===== src/rtl/ctrl_sequencer.sv =====
// Microcoded control sequencer: step counter + halt FSM decode one 16-bit control word per cycle.
// ctrl_word is combinational from current state; run=0 pauses the step and forces the idle word.
module ctrl_sequencer #(
    parameter int STEP_W = 3
) (
    input  logic              clk,
    input  logic              rst_n,
    input  logic              run,
    input  logic [3:0]        opcode,
    input  logic              flag_c,
    input  logic              flag_z,
    output logic [15:0]       ctrl_word,
    output logic [STEP_W-1:0] step,
    output logic              halted
);

    // Control word bit masks
    localparam logic [15:0] B_HLT = 16'h8000;
    localparam logic [15:0] B_MI  = 16'h4000;
    localparam logic [15:0] B_RI  = 16'h2000;
    localparam logic [15:0] B_RO  = 16'h1000;
    localparam logic [15:0] B_IO  = 16'h0800;
    localparam logic [15:0] B_II  = 16'h0400;
    localparam logic [15:0] B_AI  = 16'h0200;
    localparam logic [15:0] B_AO  = 16'h0100;
    localparam logic [15:0] B_EO  = 16'h0080;
    localparam logic [15:0] B_SU  = 16'h0040;
    localparam logic [15:0] B_BI  = 16'h0020;
    localparam logic [15:0] B_OI  = 16'h0010;
    localparam logic [15:0] B_CE  = 16'h0008;
    localparam logic [15:0] B_CO  = 16'h0004;
    localparam logic [15:0] B_J   = 16'h0002;
    localparam logic [15:0] B_FI  = 16'h0001;

    localparam logic [15:0] IDLE_WORD = 16'h7FB7;
    localparam logic [15:0] HALT_WORD = IDLE_WORD | B_HLT;

    localparam logic [3:0] OP_LDA = 4'h1;
    localparam logic [3:0] OP_ADD = 4'h2;
    localparam logic [3:0] OP_SUB = 4'h3;
    localparam logic [3:0] OP_STA = 4'h4;
    localparam logic [3:0] OP_LDI = 4'h5;
    localparam logic [3:0] OP_JMP = 4'h6;
    localparam logic [3:0] OP_JC  = 4'h7;
    localparam logic [3:0] OP_JZ  = 4'h8;
    localparam logic [3:0] OP_OUT = 4'hE;
    localparam logic [3:0] OP_HLT = 4'hF;

    localparam logic [STEP_W-1:0] S0 = STEP_W'(0);
    localparam logic [STEP_W-1:0] S1 = STEP_W'(1);
    localparam logic [STEP_W-1:0] S2 = STEP_W'(2);
    localparam logic [STEP_W-1:0] S3 = STEP_W'(3);
    localparam logic [STEP_W-1:0] S4 = STEP_W'(4);

    localparam logic [0:0] ST_RUN  = 1'b0;
    localparam logic [0:0] ST_HALT = 1'b1;

    logic [STEP_W-1:0] r_step;
    logic [0:0]        r_state;
    logic [15:0]       w_act;
    logic [STEP_W-1:0] w_last;
    logic [STEP_W-1:0] w_next_step;
    logic              w_hlt_exec;

    // w_act marks the signals driven active; XOR with IDLE flips each to its active level
    always_comb begin
        w_act = 16'h0000;
        case (r_step)
            S0: w_act = B_CO | B_MI;
            S1: w_act = B_RO | B_II | B_CE;
            S2: begin
                case (opcode)
                    OP_LDA, OP_ADD, OP_SUB, OP_STA: w_act = B_IO | B_MI;
                    OP_LDI: w_act = B_IO | B_AI;
                    OP_JMP: w_act = B_IO | B_J;
                    OP_JC:  w_act = flag_c ? (B_IO | B_J) : 16'h0000;
                    OP_JZ:  w_act = flag_z ? (B_IO | B_J) : 16'h0000;
                    OP_OUT: w_act = B_AO | B_OI;
                    OP_HLT: w_act = B_HLT;
                    default: w_act = 16'h0000;
                endcase
            end
            S3: begin
                case (opcode)
                    OP_LDA:         w_act = B_RO | B_AI;
                    OP_ADD, OP_SUB: w_act = B_RO | B_BI;
                    OP_STA:         w_act = B_AO | B_RI;
                    default:        w_act = 16'h0000;
                endcase
            end
            S4: begin
                case (opcode)
                    OP_ADD:  w_act = B_EO | B_AI | B_FI;
                    OP_SUB:  w_act = B_EO | B_AI | B_FI | B_SU;
                    default: w_act = 16'h0000;
                endcase
            end
            default: w_act = 16'h0000;
        endcase
    end

    always_comb begin
        w_last = S2;
        case (opcode)
            OP_LDA, OP_STA: w_last = S3;
            OP_ADD, OP_SUB: w_last = S4;
            default:        w_last = S2;
        endcase
    end

    // Steps above 4 are unreachable; fold them back to 0 if ever entered
    always_comb begin
        w_next_step = r_step + S1;
        if ((r_step == w_last) || (r_step > S4)) begin
            w_next_step = S0;
        end
    end

    assign w_hlt_exec = (r_step == S2) && (opcode == OP_HLT);

    always_ff @(posedge clk or negedge rst_n) begin
        if (!rst_n) begin
            r_step  <= S0;
            r_state <= ST_RUN;
        end else if ((r_state == ST_RUN) && run) begin
            if (w_hlt_exec) begin
                r_state <= ST_HALT;
                r_step  <= S0;
            end else begin
                r_step <= w_next_step;
            end
        end
    end

    always_comb begin
        if (r_state == ST_HALT) begin
            ctrl_word = HALT_WORD;
        end else if (run) begin
            ctrl_word = IDLE_WORD ^ w_act;
        end else begin
            ctrl_word = IDLE_WORD;
        end
    end

    assign step   = r_step;
    assign halted = (r_state == ST_HALT);

endmodule

===== config.mk =====
export PLATFORM = sky130hd
export DESIGN_NAME = ctrl_sequencer
export DESIGN_NICKNAME = d
export VERILOG_FILES = /design/src/rtl/ctrl_sequencer.sv
export SDC_FILE = /design/constraint.sdc
export NUM_CORES = 1
export LEC_CHECK = 0
export ABC_AREA = 1
export CAP_MARGIN = 20
export CORE_UTILIZATION = 40
export CTS_BUF_LIST = sky130_fd_sc_hd__clkbuf_16
export CTS_CLUSTER_SIZE = 25
export DETAILED_ROUTE_END_ITERATION = 10
export GPL_ROUTABILITY_DRIVEN = 0
export PLACE_DENSITY_LB_ADDON = 0.1
export SYNTH_ARGS = -nofsm -noshare
export SYNTH_HDL_FRONTEND = slang
export SYNTH_SLANG_ARGS = --single-unit

===== constraint.sdc =====
create_clock -name clk -period 1.4 [get_ports clk]
set_input_delay 0.14 -clock clk [delete_from_list [all_inputs] [get_ports clk]]
set_output_delay 0.14 -clock clk [all_outputs]
set_load 0.02 [all_outputs]

==> flow_summary.toml, run 1 <==
[global_route]
antenna_found_initial = 0
grt_max_degree = 8

[die]
initial_core_util_pct = 44.9
die_width_um = 40.9
io_pins = 29
die_h_um = 40.9
rows = 13

[synthesis]
yosysTopAreaCellShare_pct = 16.5
async_flop_share_pct = 100
synth_seq_cells = 4
synth_common_cells = "22 x nand2_1, 14 x nand3_1, 8 x inv_1, 8 x nor2_1"
yosysWarnings = 0
synth_nets = 110
synth_area_leaders = "dfrtp_1 17%, nand2_1 14%, nand3_1 12%"
ys.flop_type = "dfrtp_1"
yosysSeqAreaShare_pct = 16.5
syn_inst = 96
synth_area_per_cell_um2 = 6.31
synth_area_leader_cell = "dfrtp_1"
synth_area_um2 = 606
synth_edf_count = 0
ys_types = 22
yosysMostFrequentCell = "nand2_1"

[outcome]
haltStage = "global routing (5_1_grt)"
error_line = "[ERROR DPL-0033] detailed placement checks failed during check placement."
run_status = "stopped before the end"

[cts]
cts_buffers = 3
clkSinkCount = 4
htreeDepth = 1
cts-root-buf = "clkbuf_16"
cts_hold_buf = 0
cts_buffer_depth = 2

[timing]
worst_endpoint_kind = "output port"
worst_endpoint = "ctrl_word[9]"

[place]
dp_hpwl_um = 1590
place_inst = 157
io_buffers = 28
metrics by stage:
stage	instance area [um2]	TNS (ns)	setup WS (ns)	util [%]
floorplan	646	-0.0415	-0.0415	-
global placement	1080	-8.05	-0.622	80.2
detailed placement	1080	-8.77	-0.664	80.2
CTS	1210	-2.01	-0.217	89.8
cell families after synthesis:
group | count (synthesis) | synth area share [%]
and+or+nand+nor | 65 | 56.8
buffers and inverters | 17 | 11.4
AOI/OAI and AO/OA | 5 | 4.96
adders and majority gates | 5 | 10.3
DFF | 4 | 16.5
what timing repair did:
item | CTS
endpoints found under the setup margin | 22
endpoints found under the hold margin | 0
pin swaps | 7
gates resized for setup | 106
setup buffers | 4
==> inputs of run 2 (changes only) <==
--- a/config.mk
+++ b/config.mk
@@ -7,12 +7,11 @@
 export LEC_CHECK = 0
 export ABC_AREA = 1
 export CAP_MARGIN = 20
-export CORE_UTILIZATION = 40
-export CTS_BUF_LIST = sky130_fd_sc_hd__clkbuf_16
-export CTS_CLUSTER_SIZE = 25
+export CORE_AREA = 2 2 63 65
 export DETAILED_ROUTE_END_ITERATION = 10
+export DIE_AREA = 0 0 65 67
 export GPL_ROUTABILITY_DRIVEN = 0
-export PLACE_DENSITY_LB_ADDON = 0.1
+export PLACE_DENSITY_LB_ADDON = 0.15
 export SYNTH_ARGS = -nofsm -noshare
 export SYNTH_HDL_FRONTEND = slang
 export SYNTH_SLANG_ARGS = --single-unit
==> run 2 against run 1 <==
Synthesized area unchanged. Synthesized cell count did not move. The flow now finishes, with violations (negative setup slack).
==> flow_summary.toml, run 2 <==
[outcome]
run_status = "finished with violations"
violations = "negative setup slack"

[timing]
period_share_pct = 113
finalCriticalPeriod_ns = 1.58
finalSetupViolCount = 15
worstMarginPinSlew_ns = 0.330
max_freq_mhz = 633
layout_setup_ws_ns = -0.179
timing.hold.ws_ns = 0.128
slew_viol_final = 0
fin_skew_ns = 0.00335
relSlewSlack_pct = 77.8
rsz0062_at_grt = "true"
hold_viol_final = 0

[drt]
drt_wl_total_um = 2250
wire_per_inst_um = 11.0
drc_errors = 0
dr.pass1.iters = 4
avgViaCountPerCell = 4.05
drt_first_iter_violations = 39
detail-route-antenna-nets = 0
vias = 826

[worst_setup_path]
crit_fanout = 4
crit_family = "flip-flops"
cp.depth = 7
crit_chain = "inv_4 > ha_4 > inv_4 > nor2_4 > o21bai_1 > nand3_1 > buf_6"
endpoint = "ctrl_word[14]"
critical_path_class = "reg2out"
critPathRequiredTime_ns = 1.26
path_buf_inv = 3
cpMaxStageDelayCell = "dfrtp_2"
reg2reg_depth = 8
r2r-end = "step[2]$_DFFE_PN0P_"
cpMostUsedCell = "inv_4"
cp.arrival_ns = 1.44
start_kind = "flop"
max_stage_delay_ns = 0.45
reg2reg_from = "step[1]$_DFFE_PN0P_"
worstSetupEndpointType = "output pin"
r2r_slack_ns = 0.09
crit_start = "step[0]$_DFFE_PN0P_"

[pwr]
power.internal_mw = 0.342
leakage_nw = 0.621
total_power_mw = 0.445
p_per_area_mw_per_mm2 = 325
seqPwrFrac_pct = 26.2
clockPowerShare_pct = 53.5
p_sw_share_pct = 23.1
power_frac_comb_pct = 20.4
ir_worst_vdd_mv = 0.599
netSwitchingPower_mw = 0.103

[die]
die_area_mm2 = 0.00436
core_area_mm2 = 0.00361
initial_core_util_pct = 16.8
die_width_um = 65
die_h_um = 67
io_pins = 29
rows = 22

[synthesis]
synth_area_leader_cell = "dfrtp_1"
syn_inst = 96
synth_top_family_by_area = "simple AND/OR/NAND/NOR gates"
synth_seq_cells = 4
yosys-mux-area-fraction_pct = 0
yosysWarnings = 0
synth_edf_count = 0
synth-compound-area-share_pct = 4.96
synthXorXnorAreaFrac_pct = 0
yosysTopAreaCellShare_pct = 16.5
synthSimpleGateAreaFrac_pct = 56.8
yosysMostFrequentCell = "nand2_1"
synth_area_per_cell_um2 = 6.31
yosysSeqAreaShare_pct = 16.5
async_flop_share_pct = 100
synth_area_leaders = "dfrtp_1 17%, nand2_1 14%, nand3_1 12%"
synthAdderAreaFrac_pct = 10.3
ys.flop_type = "dfrtp_1"
synth_common_cells = "22 x nand2_1, 14 x nand3_1, 8 x inv_1, 8 x nor2_1"
synth_nets = 110
ys_types = 22
synth_area_um2 = 606

[cells_and_area]
final_cell_count_no_fill = 204
largest_reg_flops = 3
nFillCells = 375
final_cell_mix = "29 x buf_4, 20 x nand2_1, 17 x buf_6"
antennaDiodeCount = 0
drive_gt1_share_pct = 62.2
layout.nets = 172
syn2layout_area_growth_pct = 126
final_common_cell = "buf_4"
utilization_pct = 37.9

[place]
place_inst = 196
dp_hpwl_um = 1660
io_buffers = 28

[global_route]
first_global_vias = 855
antenna_found_initial = 0
grt_pass1_wl_um = 3770
grt_max_degree = 8
overflow = 0
grtUsageTotal_pct = 11.5

[cts]
htreeDepth = 1
clk_latency_ns = 0.21
path_clk_slew_ns = 0.03
clkSinkCount = 4
cts-root-buf = "clkbuf_8"
cts_tree = "yes"
cts_buffers = 3
cts_buffer_depth = 2

[worst_hold_path]
holdCritPathClass = "in2async"

[run]
maxCapViolCount = 0
run 2: cell counts after synthesis:
No cell type changed its count.
run 2: timing repair:
item                       CTS  global route
gates resized for setup    118            19
hold buffers                 0             0
setup buffers                3             3
pin swaps                    7            13
setup endpoints to repair   19            20
run 2: cell families after synthesis:
group / after synthesis
adders and majority gates: 5
DFF: 4
buffers and inverters: 17
AOI/OAI and AO/OA: 5
and+or+nand+nor: 65
run 2: metrics by stage:
step / worst slack, ns / setup TNS (ns) / area, um2
detailed placement: -0.683 / -8.84 / 1170
global placement: -0.684 / -9.04 / 1170
floorplan: -0.0415 / -0.0415 / 646
CTS: -0.200 / -2.05 / 1290
finish: -0.179 / -1.61 / 1370
global route: -0.279 / -2.81 / 1370
run 2: final cells by class:
cell class                      count  area, um2  share of cell area (%)
Tap cell                           48       60.1                    4.39
Sequential cell                     4        105                    7.69
Multi-Input combinational cell     75        573                    41.9
Clock buffer                        3       41.3                    3.02
Inverter                           15       66.3                    4.85
Timing Repair Buffer               59        522                    38.2
run 2: routing by layer:
metal,wire length (um),global-route usage [%],vias to the layer above
met4,9,3.19,0
met3,126,3.89,2
met2,1080,19.8,25
li1,-,-,429
met1,1030,13.4,370
met5,0,0,-
run 2: power by group through the flow:
stage / Sequential (mW) / Combinational, mW / Clock, mW
after global placement: 0.118 / 0.0932 / 0
final: 0.116 / 0.0905 / 0.238
after detailed placement: 0.118 / 0.0919 / 0
after floorplan: 0.118 / 0.0374 / 0
after CTS: 0.116 / 0.0901 / 0.248
after global routing: 0.116 / 0.0998 / 0.268
run 2: worst min-delay path by stage:
stage / to / depth (start not counted) / start / slack [ns]
finish: halted$_DFFE_PN0P_ / 1 / rst_n / 0.13
global route: halted$_DFFE_PN0P_ / 1 / rst_n / 0.13
CTS: halted$_DFFE_PN0P_ / 1 / rst_n / 0.13
detailed placement: halted$_DFFE_PN0P_ / 1 / rst_n / 0.36
global placement: halted$_DFFE_PN0P_ / 1 / rst_n / 0.36
floorplan: halted$_DFFE_PN0P_ / 0 / rst_n / -0.16
(Power assumes the default switching activity.)
